--- src/rtl/cpu_pkg.sv ---
// Shared definitions for the 8-bit mini CPU: opcodes, instruction fields,
// control FSM states and ALU operations.
package cpu_pkg;

  localparam logic [3:0] OP_NOP  = 4'h0;
  localparam logic [3:0] OP_ADD  = 4'h1;
  localparam logic [3:0] OP_SUB  = 4'h2;
  localparam logic [3:0] OP_AND  = 4'h3;
  localparam logic [3:0] OP_OR   = 4'h4;
  localparam logic [3:0] OP_XOR  = 4'h5;
  localparam logic [3:0] OP_LDI  = 4'h6;
  localparam logic [3:0] OP_MOV  = 4'h7;
  localparam logic [3:0] OP_JMP  = 4'h8;
  localparam logic [3:0] OP_BZ   = 4'h9;
  localparam logic [3:0] OP_HALT = 4'hF;

  // Instruction field bit positions (imm8 overlaps rs1/rs2 by design).
  localparam int unsigned OPC_MSB = 15;
  localparam int unsigned OPC_LSB = 12;
  localparam int unsigned RD_MSB  = 11;
  localparam int unsigned RD_LSB  = 9;
  localparam int unsigned RS1_MSB = 8;
  localparam int unsigned RS1_LSB = 6;
  localparam int unsigned RS2_MSB = 5;
  localparam int unsigned RS2_LSB = 3;
  localparam int unsigned IMM_MSB = 7;
  localparam int unsigned IMM_LSB = 0;

  typedef enum logic [2:0] {
    ST_FETCH,
    ST_DECODE,
    ST_EXECUTE,
    ST_WRITEBACK,
    ST_HALT
  } state_t;

  typedef enum logic [2:0] {
    ALU_ADD,
    ALU_SUB,
    ALU_AND,
    ALU_OR,
    ALU_XOR,
    ALU_PASS_A,
    ALU_PASS_B
  } alu_op_t;

  // Map an opcode to the ALU operation that produces its writeback value.
  function automatic alu_op_t alu_op_of(input logic [3:0] opc);
    case (opc)
      OP_ADD:  return ALU_ADD;
      OP_SUB:  return ALU_SUB;
      OP_AND:  return ALU_AND;
      OP_OR:   return ALU_OR;
      OP_XOR:  return ALU_XOR;
      OP_MOV:  return ALU_PASS_A;
      default: return ALU_PASS_B;
    endcase
  endfunction

  // ADD..MOV are the only opcodes that write the register file.
  function automatic logic writes_rd(input logic [3:0] opc);
    return (opc >= OP_ADD) && (opc <= OP_MOV);
  endfunction

  function automatic logic is_undefined(input logic [3:0] opc);
    return (opc >= 4'hA) && (opc <= 4'hE);
  endfunction

endpackage

--- src/rtl/alu8.sv ---
// 8-bit combinational ALU; arithmetic wraps modulo 256, no carry out.
module alu8
  import cpu_pkg::*;
(
  input  alu_op_t    op,
  input  logic [7:0] a,
  input  logic [7:0] b,
  output logic [7:0] y
);

  // Select the operation result.
  always_comb begin
    y = '0;
    case (op)
      ALU_ADD:    y = a + b;
      ALU_SUB:    y = a - b;
      ALU_AND:    y = a & b;
      ALU_OR:     y = a | b;
      ALU_XOR:    y = a ^ b;
      ALU_PASS_A: y = a;
      ALU_PASS_B: y = b;
      default:    y = '0;
    endcase
  end

endmodule

--- src/rtl/control_unit.sv ---
// Multi-cycle control/execute stage: FETCH -> DECODE -> EXECUTE -> WRITEBACK,
// drives the register file ports and owns the program counter.
module control_unit
  import cpu_pkg::*;
#(
  parameter int unsigned     PC_W     = 8,
  parameter logic [PC_W-1:0] RESET_PC = '0
) (
  input  logic            clk,
  input  logic            rst_n,
  input  logic            instr_valid,
  input  logic [15:0]     instr,
  output logic            instr_ready,
  output logic [PC_W-1:0] pc,
  output logic [2:0]      read_reg1,
  output logic [2:0]      read_reg2,
  input  logic [7:0]      read_data1,
  input  logic [7:0]      read_data2,
  output logic            write_enable,
  output logic [2:0]      write_reg,
  output logic [7:0]      write_data,
  output logic            halted,
  output logic            illegal
);

  state_t          state_q;
  logic [PC_W-1:0] pc_q;
  logic [PC_W-1:0] pc_d;
  logic [15:0]     ir_q;
  logic [7:0]      opa_q;
  logic [7:0]      opb_q;
  logic            take_q;
  logic            we_q;
  logic [2:0]      wreg_q;
  logic [7:0]      wdata_q;
  logic            halted_q;
  logic            illegal_q;

  logic [3:0]      opcode;
  logic [2:0]      rd;
  logic [7:0]      imm8;
  logic [7:0]      alu_b;
  logic [7:0]      alu_y;
  alu_op_t         alu_op;

  assign opcode = ir_q[OPC_MSB:OPC_LSB];
  assign rd     = ir_q[RD_MSB:RD_LSB];
  assign imm8   = ir_q[IMM_MSB:IMM_LSB];
  assign alu_op = alu_op_of(opcode);
  assign alu_b  = (opcode == OP_LDI) ? imm8 : opb_q;

  alu8 u_alu (
    .op (alu_op),
    .a  (opa_q),
    .b  (alu_b),
    .y  (alu_y)
  );

  // Next pc: jump/branch target (zero-extended imm8) or sequential increment.
  always_comb begin
    pc_d = pc_q + PC_W'(1);
    if (take_q) pc_d = PC_W'(imm8);
  end

  // Control FSM with registered writeback, status and pc state.
  always_ff @(posedge clk or negedge rst_n) begin
    if (!rst_n) begin
      state_q   <= ST_FETCH;
      pc_q      <= RESET_PC;
      ir_q      <= '0;
      opa_q     <= '0;
      opb_q     <= '0;
      take_q    <= 1'b0;
      we_q      <= 1'b0;
      wreg_q    <= '0;
      wdata_q   <= '0;
      halted_q  <= 1'b0;
      illegal_q <= 1'b0;
    end else begin
      we_q <= 1'b0;
      case (state_q)
        ST_FETCH: begin
          if (instr_valid) begin
            ir_q    <= instr;
            state_q <= ST_DECODE;
          end
        end
        ST_DECODE: begin
          opa_q   <= read_data1;
          opb_q   <= read_data2;
          state_q <= ST_EXECUTE;
        end
        ST_EXECUTE: begin
          if (opcode == OP_HALT) begin
            halted_q <= 1'b1;
            state_q  <= ST_HALT;
          end else begin
            // Strobe is set here so it is high for exactly the WRITEBACK cycle.
            if (writes_rd(opcode)) begin
              we_q    <= 1'b1;
              wreg_q  <= rd;
              wdata_q <= alu_y;
            end
            take_q  <= (opcode == OP_JMP) || ((opcode == OP_BZ) && (opa_q == '0));
            if (is_undefined(opcode)) illegal_q <= 1'b1;
            state_q <= ST_WRITEBACK;
          end
        end
        ST_WRITEBACK: begin
          pc_q    <= pc_d;
          state_q <= ST_FETCH;
        end
        ST_HALT: state_q <= ST_HALT;
        default: state_q <= ST_FETCH;
      endcase
    end
  end

  assign instr_ready  = (state_q == ST_FETCH);
  assign pc           = pc_q;
  assign read_reg1    = ir_q[RS1_MSB:RS1_LSB];
  assign read_reg2    = ir_q[RS2_MSB:RS2_LSB];
  assign write_enable = we_q;
  assign write_reg    = wreg_q;
  assign write_data   = wdata_q;
  assign halted       = halted_q;
  assign illegal      = illegal_q;

endmodule

--- config.mk ---
export PLATFORM = sky130hd
export DESIGN_NAME = control_unit
export DESIGN_NICKNAME = d
export VERILOG_FILES = /design/src/rtl/cpu_pkg.sv /design/src/rtl/alu8.sv /design/src/rtl/control_unit.sv
export SDC_FILE = /design/constraint.sdc
export NUM_CORES = 1
export LEC_CHECK = 0
export ABC_AREA = 1
export BUFFER_PORTS_ARGS = -buffer_cell sky130_fd_sc_hd__buf_2
export CAP_MARGIN = 20
export CORE_UTILIZATION = 45
export DETAILED_ROUTE_END_ITERATION = 6
export HOLD_SLACK_MARGIN = 0.05
export PLACE_DENSITY = 0.73
export SLEW_MARGIN = 30
export SYNTH_ARGS = -nofsm -noshare
export SYNTH_HDL_FRONTEND = slang
export SYNTH_SLANG_ARGS = --single-unit
--- constraint.sdc ---
create_clock -name clk -period 2.9 [get_ports clk]
set_input_delay 0.725 -clock clk [delete_from_list [all_inputs] [get_ports clk]]
set_output_delay 0.725 -clock clk [all_outputs]
set_load 0.05 [all_outputs]
==> summary.txt <==
EDFF count, synth - 0
Max Clk Rate - 355 MHz
port bufs - 63
I/O pin count - 64
max-cap violations - 0
multi-input logic area - 1960 µm²
sequential cell area - 1450 µm²
Root Buffer - clkbuf_8
syn nets - 515
via/cell ratio - 5.13
via count of the first global-routing pass - 3312
Core ar. - 7810 µm²
worst clock skew - 6.62 ps
final net count - 600
total global-route track usage - 0.229
crit path from - ir_q[12]$_DFFE_PN0P_
area delta synth->final - 24.2%
Hold Path Origin - ir_q[11]$_DFFE_PN0P_
initial antenna violation count - 0
CP Cell Sequence - inv_2 -> nand2_4 -> nor2_4 -> nand2_2 -> nand2_2 -> inv_2 -> ha_4 -> inv_4 -> nand2_4 -> xnor2_2 -> ha_1 -> buf_6 -> a21oi_2 -> nand2_2 -> nand2_1 -> nand2_1 -> a21oi_2 -> nor2_1 -> nor2_1 -> nand2_1 -> a31oi_1
Syn Inst Count - 453
layout cells sized above 1 - 0.305
asr flop ratio synth - 1.00
first-pass GRT wire length - 15100 µm
Die X - 92.3 µm
Worst Path Arrival - 3070 ps
Tcrit/Tclk final - 0.970
WP data required - 3160 ps
Synth Warn # - 0
DRT antenna net count - 0
Main synth FF type - dfrtp_1
max FFs per register - 16
crit-path leading delay family - simple AND/OR/NAND/NOR gates
height of the die - 92.3 µm
wire length per cell - 14.5 µm
area leader, netlist - dfrtp_1
Util after Layout - 0.584
Routed met3 length - 408 µm
endpoints failing setup - 0
Die Area - 8520 µm²
HP Class - reg2reg
Setup TNS - 0 ps
Largest Register - ir_q
total wire length - 9310 µm
CTS H-tree lvls - 3
GR Overflow Total - 0
Slew headroom - 0.505
Detailed Routing Iterations Pass 1 - 4
cell area after placement - 4130 µm²
row count - 32
latest clock arrival within the worst-skew pair - 340 ps
WP buf/inv - 4
max layer used - met4
CP Capture Type - flop
largest net degree at the start of global routing - 59
Final Hold Viols - 0
Syn Area/Cell - 8.10 µm²
R2R setup slack - 90 ps
crit-path max cell delay - 440 ps
CP max-delay cell - dfrtp_2
Critical R2R Launch - ir_q[12]$_DFFE_PN0P_
met2 WL - 4570 µm
synth cell count leaders - inv_1, nand2_1, dfrtp_1
Clock Sink Count - 58
post-layout instance area - 4560 µm²
RSZ-0062 raised after global routing - true
CTS tree - yes
M1 WL - 4060 µm
minimum clock period - 2810 ps
outcome - finished clean
DP HPWL - 6770 µm
DRC violations left - 0
clk buf depth - 2
Clk pin slew, worst setup/hold paths - 70 ps
synth top area cells - dfrtp_1, ha_1, inv_1, nand2_1, a21oi_1
Synth Cell Area - 3670 µm²
count of cell types in the netlist - 40
# hold bufs at CTS - 0
Seq/Total Area, Yosys - 0.395
DR vias - 3301
Initial Util - 0.470
Yosys reg bits - 58
CP Class - reg2reg
kind of start point of the critical path - flop
Synth top area share - 0.395
Layout fillers - 705
Inserted Clock Buffers - 9
placer congestion estimate - 0.861
n_diodes - 0
Iter 0 DRT Violations - 192
actual slew at the worst max-slew pin - 743 ps
critical path peak fanout - 4
Slew Limit Fails - 0
==> cell type report <==
type,instances,area share
clock buffer,12,0.0362
clock inverter,2,0.0132
inverter,71,0.0596
multi-input combinational,310,0.429
sequential,58,0.319
tap,102,0.0280
timing repair buffer,88,0.115
==> kinds of logic (layout without fill, tap and decap cells) <==
family	count (synthesis)	after routing	synth area share
buffers and inverters	85	173	0.0934
muxes	7	7	0.0215
adders and majority gates	27	27	0.0941
DFF	58	58	0.395
and+or+nand+nor	169	169	0.223
xor gates and xnor gates	7	7	0.0167
AOI/OAI and AO/OA	100	100	0.155
==> placed cells by master (no fill, tap or decap), types with 3 or more instances in the layout <==
cell type,n
buf_2,63
a221oi_1,4
nand2_4,9
ha_1,25
nor2_4,4
a21oi_1,43
buf_4,22
clkbuf_8,12
inv_1,63
nand2_1,60
a31oi_1,3
o21ai_0,22
nand4_1,3
inv_2,6
o21ai_1,5
a21oi_2,5
nor2_1,50
dfrtp_1,56
mux2_2,7
nor3_1,4
xor2_1,6
nand3_1,15
o22ai_1,6
nand2_2,18
==> final timing paths <==
path                                                   to  cells past startpoint
min in group asynchronous               pc[4]$_DFFE_PN0N_                      2
max in group asynchronous            ir_q[15]$_DFFE_PN0P_                      2
worst min register to register   write_reg[2]$_DFFE_PN0P_                      2
worst max register to register  write_data[5]$_DFFE_PN0P_                     21
worst min-delay path             write_reg[2]$_DFFE_PN0P_                      2
worst max-delay path            write_data[5]$_DFFE_PN0P_                     21
==> metal layers <==
| metal | global-route usage | vias up |
|---|---|---|
| met5 | 0 | - |
| li1 | - | 1641 |
| met3 | 0.0542 | 24 |
| met1 | 0.288 | 1548 |
| met4 | 0.0898 | 0 |
| met2 | 0.379 | 88 |
==> through the flow <==
step	hold slack [ps]	instances	worst slack, ps
6_report	468	643	86.5
4_1_cts	471	631	14.8
3_3_place_gp	449	617	55.1
3_5_place_dp	445	617	-69.0
5_1_grt	504	643	-74.0
2_1_floorplan	429	453	50.4
==> worst reg2reg max path: stages, from the launching register on <==
cell	delay, ps
dfrtp_2	440
inv_2	110
nand2_4	60
nor2_4	130
nand2_2	60
nand2_2	70
inv_2	60
ha_4	160
inv_4	70
nand2_4	50
xnor2_2	140
ha_1	330
buf_6	130
a21oi_2	130
nand2_2	80
nand2_1	60
nand2_1	80
a21oi_2	160
nor2_1	60
nor2_1	120
nand2_1	70
a31oi_1	170
==> timing repair <==
item	in CTS	in global routing
setup buffers	0	12
cloned	0	0
setup endpoints to repair	1	4
resized for setup	3	28
pin swaps	0	17
Power is left out: the tool's default activity adds up to more than one toggle a clock period on the data nets, which glitch-free logic cannot reach.
